### src/rtl/bus_transaction_scheduler.sv
// In-order target-side scheduler: accepts requests, retires them FIFO after a minimum latency.
// Optional macro BUS_SCHED_FULL_BYPASS_EN lets a full queue accept into the slot freed by a retire.
module bus_transaction_scheduler #(
  parameter int MAX_PENDING  = 4,
  parameter int RESP_LATENCY = 2
) (
  input  logic                             i_clk,
  input  logic                             i_srst,
  input  logic                             i_req,
  input  logic                             i_readWrite_n,
  input  logic                             i_respStall,
  output logic                             o_addressAck,
  output logic                             o_readAck,
  output logic                             o_writeAck,
  output logic [$clog2(MAX_PENDING+1)-1:0] o_pending
);

  localparam int CW = $clog2(MAX_PENDING+1);
  localparam int PW = $clog2(MAX_PENDING);
  localparam int AW = $clog2(RESP_LATENCY+1);

  localparam logic [CW-1:0] FULL = CW'(MAX_PENDING);
  localparam logic [PW-1:0] LAST = PW'(MAX_PENDING-1);
  localparam logic [AW-1:0] AGE0 = AW'(RESP_LATENCY-1);

  logic [MAX_PENDING-1:0] kind;
  logic [AW-1:0]          age [MAX_PENDING];
  logic [PW-1:0]          wr_ptr;
  logic [PW-1:0]          rd_ptr;
  logic [CW-1:0]          count;
  logic                   full;
  logic                   retire;
  logic                   accept;

  // Accept/retire decisions; retire never looks at i_req, so bypass has no loop.
  always_comb begin
    full   = (count == FULL);
    retire = !i_srst && (count != '0) &&
             (age[rd_ptr] == '0) && !i_respStall;
`ifdef BUS_SCHED_FULL_BYPASS_EN
    accept = i_req && !i_srst && (!full || retire);
`else
    accept = i_req && !i_srst && !full;
`endif
    o_addressAck = accept;
    o_readAck    = retire && kind[rd_ptr];
    o_writeAck   = retire && !kind[rd_ptr];
  end

  assign o_pending = count;

  // Queue storage, aging, pointers and occupancy count.
  always_ff @(posedge i_clk) begin
    if (i_srst) begin
      count  <= '0;
      wr_ptr <= '0;
      rd_ptr <= '0;
      kind   <= '0;
      for (int i = 0; i < MAX_PENDING; i++) begin
        age[i] <= '0;
      end
    end else begin
      for (int i = 0; i < MAX_PENDING; i++) begin
        if (accept && wr_ptr == PW'(i)) begin
          kind[i] <= i_readWrite_n;
          age[i]  <= AGE0;
        end else if (age[i] != '0) begin
          age[i] <= age[i] - 1'b1;
        end
      end
      if (accept) begin
        wr_ptr <= (wr_ptr == LAST) ? '0 : wr_ptr + 1'b1;
      end
      if (retire) begin
        rd_ptr <= (rd_ptr == LAST) ? '0 : rd_ptr + 1'b1;
      end
      unique case ({accept, retire})
        2'b10:   count <= count + 1'b1;
        2'b01:   count <= count - 1'b1;
        default: ;
      endcase
    end
  end

endmodule

### config.mk
export PLATFORM = sky130hd
export DESIGN_NAME = bus_transaction_scheduler
export DESIGN_NICKNAME = d
export VERILOG_FILES = /design/src/rtl/bus_transaction_scheduler.sv
export SDC_FILE = /design/constraint.sdc
export NUM_CORES = 1
export LEC_CHECK = 0
export ABC_AREA = 1
export CAP_MARGIN = 10
export CORE_MARGIN = 2
export CORE_UTILIZATION = 55
export CTS_CLUSTER_DIAMETER = 200
export DETAILED_ROUTE_END_ITERATION = 8
export DONT_BUFFER_PORTS = 1
export GPL_ROUTABILITY_DRIVEN = 0
export PLACE_DENSITY_LB_ADDON = 0.05
export RECOVER_POWER = 25
export SYNTH_ARGS = -nofsm -noshare
export SYNTH_HDL_FRONTEND = slang
export SYNTH_SLANG_ARGS = --single-unit
### constraint.sdc
create_clock -name i_clk -period 2.7 [get_ports i_clk]
set_input_delay 0.405 -clock i_clk [delete_from_list [all_inputs] [get_ports i_clk]]
set_output_delay 0.405 -clock i_clk [all_outputs]
set_load 0.02 [all_outputs]
# After elaboration in Yosys (flattened, before gate mapping)
# Memories as Yosys holds them, arrays and structs flattened. A register that Yosys moved wholly into a read port is not among the register bits.
# Cells that the tools add are included.
# totals
wordCells,100
latchBits,0
n_memories,1
mem_bits_ro,0
register_bits,11
ram_bits,8
out_inout_bits,6
# op_classes
bitwise_logic,8
n_div,0
shift,0
n_mul,0
n_eq_ne,7
reduce_logical,23
n_lt_le_gt_ge,1
n_mux,45
addsub,8
# mem_list
name,words,word_bits,rd,rd_clocked_by_memory_dff,write_ports,line,text
age,4,2,5,1,4,27,logic [AW-1:0] age [MAX_PENDING];
# ops
operator,count
$mux 1,31
$mux 2,12
$logic_and 1x1->1,11
$reduce_bool 2->1,5
$eq 2x2->1 const B,4
$or 1x1->1,8
$sub 2x1->2 const B,4
$pmux 3 s2,1
$add 2x1->2 const B,2
$eq 2x1->1 const B,2
$logic_not 1->1,4
$logic_not 2->1,2
$add 3x1->3 const B,1
$eq 3x3->1 const B,1
$lt 2x3->1 const B,1
$reduce_bool 3->1,1
$sub 3x1->3 const B,1
$bmux 1 s2,1

# Depth between registers and ports, before layout
# logic_depth
word_depth,9
ltp_mapped,13
depth_no_buf,12

# Least setup slack after synthesis
# No wires, ideal clock.
# synth_timing
path_kind,input -> register
start,input port i_srst
end,register count[2] (netlist: o_pending[2])
setup_time_ns,0.122
path_slack_ns,0.657
required_ns,2.578
stages,13
arrival_time_ns,1.921
n_path_buf,1
cell_sequence,buf_6 -> inv_8 -> nand2_2 -> a21oi_2 -> nand3_2 -> inv_1 -> ha_1 -> inv_1 -> fa_1 -> a21oi_1 -> o21ai_0 -> o21ai_0 -> a21oi_1
# synth_between
elab_chain_cells,6
word_cells_on_any_way,10
classes_between,eq/ne (2); mux (1); reduce/logical (7)
# synth_lines
element,line,text
"start, declared",8,"input logic i_srst,"
$logic_not 1->1 *,38,retire = !i_srst && (count != '0) &&
$logic_and 1x1->1 * (2 in series),38,
$logic_and 1x1->1 *,39,(age[rd_ptr] == '0) && !i_respStall;
net retire,32,logic retire;
$eq 2x1->1 or $eq 2x2->1 (tied branches),77,"unique case ({accept, retire})"
$pmux 3 s2 or $reduce_bool 2->1 (tied branches),-,
"end signal, assigned",78,2'b10: count <= count + 1'b1;
"end signal, assigned",79,2'b01: count <= count - 1'b1;
"end, declared",30,logic [CW-1:0] count;
# Mark *: on every way through the listed nets, which the timed path passes. The rest lies on a longest branch.
# A chain may end at the register's enable or synchronous reset.

# Worst setup path after layout
# layout_timing
start,register count[1] (netlist: o_pending[1])
end,register count[2] (netlist: o_pending[2])
# layout_between
elab_chain_cells,6
word_cells_on_any_way,13
classes_between,add/sub (2); eq/ne (3); mux (1); reduce/logical (7)
# layout_lines
element,line
$reduce_bool 3->1 *,38
$logic_and 1x1->1 * (2 in series),38
$logic_and 1x1->1 *,39
net retire,32
$eq 2x1->1 or $eq 2x2->1 (tied branches),77
$pmux 3 s2 or $reduce_bool 2->1 (tied branches),-
# Marks and branches as above.

==> out/qor_table.md <==
| Quantity | Reported | Unit |
| --- | --- | --- |
| Outcome | finished, final reports clean | - |
| Yosys top cell by area | sky130_fd_sc_hd__dfxtp_1 | - |
| Hold Vio Cnt, Final | 0 | - |
| Max-capacitance violation count | 0 | - |
| Number of warnings issued by yosys | 0 | - |
| Worst slew pin tran | 0.4007 | ns |
| Root Buffer Master | sky130_fd_sc_hd__clkbuf_4 | - |
| Post-cts repair resize count | 0 | - |
| Chip width | 51.31 | um |
| Vias in the first global route | 872 | - |
| Total setup buffers inserted after CTS | 0 | - |
| Time the worst path needs with I/O delays and setup | 2.236 | ns |
| Inserted Clock Buffers | 3 | - |
| Die Area | 2633 | um2 |
| Floorplan row count | 17 | - |
| Worst Path Required | 2.91 | ns |
| Total of flip-flops plus latches after synthesis | 21 | - |
| Setup Skew | 0.001097 | ns |
| Share of the yosys chip area belonging to registers | 0.4065 | - |
| Most common library cell in the layout ignoring fill and taps | sky130_fd_sc_hd__inv_1 | - |
| GRT Resource Usage Total | 0.1870 | - |
| Fillers | 215 | - |
| Number of distinct standard cells referenced by the synthesized netlist | 25 | - |
| H-tree levels | 1 | - |
| Total power density per cell area | 717.5 | nW/um2 |
| Launching element type of the critical path | flip-flop | - |
| CP top delay family | compound AO/OA/AOI/OAI gates | - |
| Cells on worst reg2reg path | 11 | - |
| Detailed-route vias per instance | 4.953 | - |
| Reg-to-reg slack, setup | 0.46 | ns |
| Largest net degree at the start of global routing | 12 | - |
| Stage delay of the slowest cell on the critical path | 0.52 | ns |
| RSZ-0062 raised after global routing | no | - |
| Antenna cells | 0 | - |
| Worst IR drop on VDD | 0.4091 | mV |
| Total DRC errors in the routed layout | 0 | - |
| Synth Net Count | 155 | - |
| Wire length of the first global-routing pass | 3.622 | mm |
| Critical path start-end classification | flip-flop to flip-flop | - |
| Clock-pin slew on the worst setup and hold paths | 0.12 | ns |
| Buffers & Inverters on Critical Path | 2 | - |
| Post-synthesis instance total | 139 | - |
| Number of primary I/O pins | 11 | - |
| Antenna-violating nets left | 0 | - |
| Area added between synthesis and finish | 2.845 | % |
| Total number of vias | 842 | - |
| Worst-path maximum fanout | 7 | - |
| Data arrival, critical path | 2.45 | ns |
| Syn Area/Cell | 8.857 | um2 |
| Clock Sink Count | 21 | - |
| Ordered cell list for the critical path | nor2_1 > a21oi_2 > nand3_1 > inv_1 > ha_1 > inv_1 > fa_1 > a21oi_1 > o21ai_0 > o21ai_0 > a21oi_1 | - |
| Worst slew margin relative to its limit | 0.7319 | - |
| Cell depth of the worst hold path | 1 | - |
| Critical path depth | 11 | - |
| Starting DRT DRC Count | 15 | - |
| Cell area after synthesis | 1231 | um2 |
| Setup crit end kind | flip-flop | - |
| Final-report setup violation count | 0 | - |
| Final cell count without fillers | 170 | - |
| Vert. Die Dim | 51.31 | um |
| Cell at the slowest stage of the critical path | sky130_fd_sc_hd__dfxtp_1 | - |
| FMAX | 447.2 | MHz |
| Hold crit path type | primary input to flip-flop | - |
| Number of buffers inserted by port buffering | 0 | - |
| CORE AREA | 2170 | um2 |
| Total instance count after detailed placement | 166 | - |
| Final wirelength | 2.086 | mm |
| Clock insertion delay at the later pin of the skew report | 0.31 | ns |
| Ranking of synthesized cells by area | sky130_fd_sc_hd__dfxtp_1, sky130_fd_sc_hd__edfxtp_1, sky130_fd_sc_hd__ha_1 | - |
| Combined flip-flop and latch cell area | 500.5 | um2 |
| Multi-input logic area | 591.8 | um2 |
| Wire length per cell after detailed routing | 12.27 | um |
| Static leakage power | 0.5730 | nW |
| TNS Setup | 0 | ns |
| Layout Nets | 159 | - |
| 1st-pass router iterations | 4 | - |
| Top library cells by usage in the layout, fill and taps aside | sky130_fd_sc_hd__inv_1, sky130_fd_sc_hd__nand2_1, sky130_fd_sc_hd__nor2_1, sky130_fd_sc_hd__dfxtp_1, sky130_fd_sc_hd__nand3_1 | - |
| Antenna violations before repair | 0 | - |
| Total overflow reported by the global router | 0 | - |
| CTS tree | built | - |
| Share of the core filled with cells | 0.5836 | - |
| Cts-stage hold buffer count | 0 | - |
| Fraction of layout instances using a drive strength above 1 | 0.2042 | - |
| Final cycle utilization of the critical path | 0.8281 | - |
| Initial Util | 0.5675 | - |
| Estimated wirelength of the detail-placed design | 1.661 | mm |
| Proportion of netlist area held by the largest area contributor | 0.2114 | - |
| Clock Tree Buf Depth | 2 | - |
| Final Max Slew Viols | 0 | - |
## cells in the mapped netlist
cell                       count
sky130_fd_sc_hd__inv_1        21
sky130_fd_sc_hd__a21oi_1       5
sky130_fd_sc_hd__fa_1          1
sky130_fd_sc_hd__and2_1        1
sky130_fd_sc_hd__nor2_4        1
sky130_fd_sc_hd__inv_2         4
sky130_fd_sc_hd__ha_1         10
sky130_fd_sc_hd__nor3_1        1
sky130_fd_sc_hd__nand2_2       8
sky130_fd_sc_hd__o31ai_1       4
sky130_fd_sc_hd__a21oi_2       1
sky130_fd_sc_hd__o21ai_0       3
sky130_fd_sc_hd__dfxtp_1      13
sky130_fd_sc_hd__buf_8         1
sky130_fd_sc_hd__nand2_1      20
sky130_fd_sc_hd__nor3_2        3
sky130_fd_sc_hd__inv_8         1
sky130_fd_sc_hd__a211oi_1      1
sky130_fd_sc_hd__nor2_2        1
sky130_fd_sc_hd__nand3_1      10
sky130_fd_sc_hd__nand3_2       1
sky130_fd_sc_hd__buf_6         1
sky130_fd_sc_hd__nand2_4       7
sky130_fd_sc_hd__edfxtp_1      8
sky130_fd_sc_hd__nor2_1       12
## metal layers
| metal | vias to the layer above | track usage | wire (um) |
|---|---|---|---|
| met1 | 382 | 0.2144 | 951 |
| li1 | 446 | - | - |
| met2 | 10 | 0.3420 | 1052 |
| met4 | 0 | 0.07895 | 35 |
| met5 | - | 0 | 0 |
| met3 | 4 | 0.02924 | 47 |
## stage by stage
step | worst slack [ns] | hold WS, ns | area (um2) | power (mW)
final | 0.4640 | 0.1472 | 1266 | 0.9085
after global routing | 0.2085 | 0.1366 | 1266 | 0.9687
after CTS | 0.5004 | 0.1387 | 1274 | 0.9200
after detailed placement | 0.5325 | 0.4442 | 1247 | 0.7651
after global placement | 0.6081 | 0.4444 | 1247 | 0.7464
after floorplan | 0.6566 | 0.4191 | 1231 | 0.7060
## where the power goes
part | internal, mW | switching (mW)
registers | 0.418 | 0.0429
logic | 0.115 | 0.175
clock network | 0.0577 | 0.100
## final timing paths
kind,end,startpoint
setup reg to reg,o_pending[2]$_SDFFE_PP0P_,o_pending[1]$_SDFFE_PP0P_
hold / removal,o_pending[1]$_SDFFE_PP0P_,i_srst
setup / recovery,o_pending[2]$_SDFFE_PP0P_,o_pending[1]$_SDFFE_PP0P_
hold reg to reg,kind[3]$_SDFFE_PP0P_,kind[3]$_SDFFE_PP0P_
## layout make-up
| type | instances | area share |
|---|---|---|
| inverter | 26 | 0.08300 |
| clock buffer | 4 | 0.02075 |
| tap | 28 | 0.02767 |
| multi-input combinational | 90 | 0.4674 |
| timing repair buffer | 1 | 0.005929 |
| sequential | 21 | 0.3953 |
## registers in the layout (all words and copies together), names as in the netlist, named ones only
| signal | flops |
|---|---|
| o_pending | 3 |
| rd_ptr | 2 |
| wr_ptr | 2 |
| age | 8 |
| kind | 4 |
## worst reg2reg max path, cell delays in order (launching register included)
cell and delay [ns]:
sky130_fd_sc_hd__dfxtp_1 0.52, sky130_fd_sc_hd__nor2_1 0.13, sky130_fd_sc_hd__a21oi_2 0.13, sky130_fd_sc_hd__nand3_1 0.19, sky130_fd_sc_hd__inv_1 0.10, sky130_fd_sc_hd__ha_1 0.14
sky130_fd_sc_hd__inv_1 0.06, sky130_fd_sc_hd__fa_1 0.38, sky130_fd_sc_hd__a21oi_1 0.15, sky130_fd_sc_hd__o21ai_0 0.11, sky130_fd_sc_hd__o21ai_0 0.16, sky130_fd_sc_hd__a21oi_1 0.05
## kinds of logic after synthesis
logic type,after synthesis,share of synthesized area
AOI/OAI and AO/OA,14,0.07012
and+or+nand+nor,65,0.2988
buffers and inverters,28,0.1067
DFF,21,0.4065
adders and majority gates,11,0.1179
(Power assumes the default switching activity.)
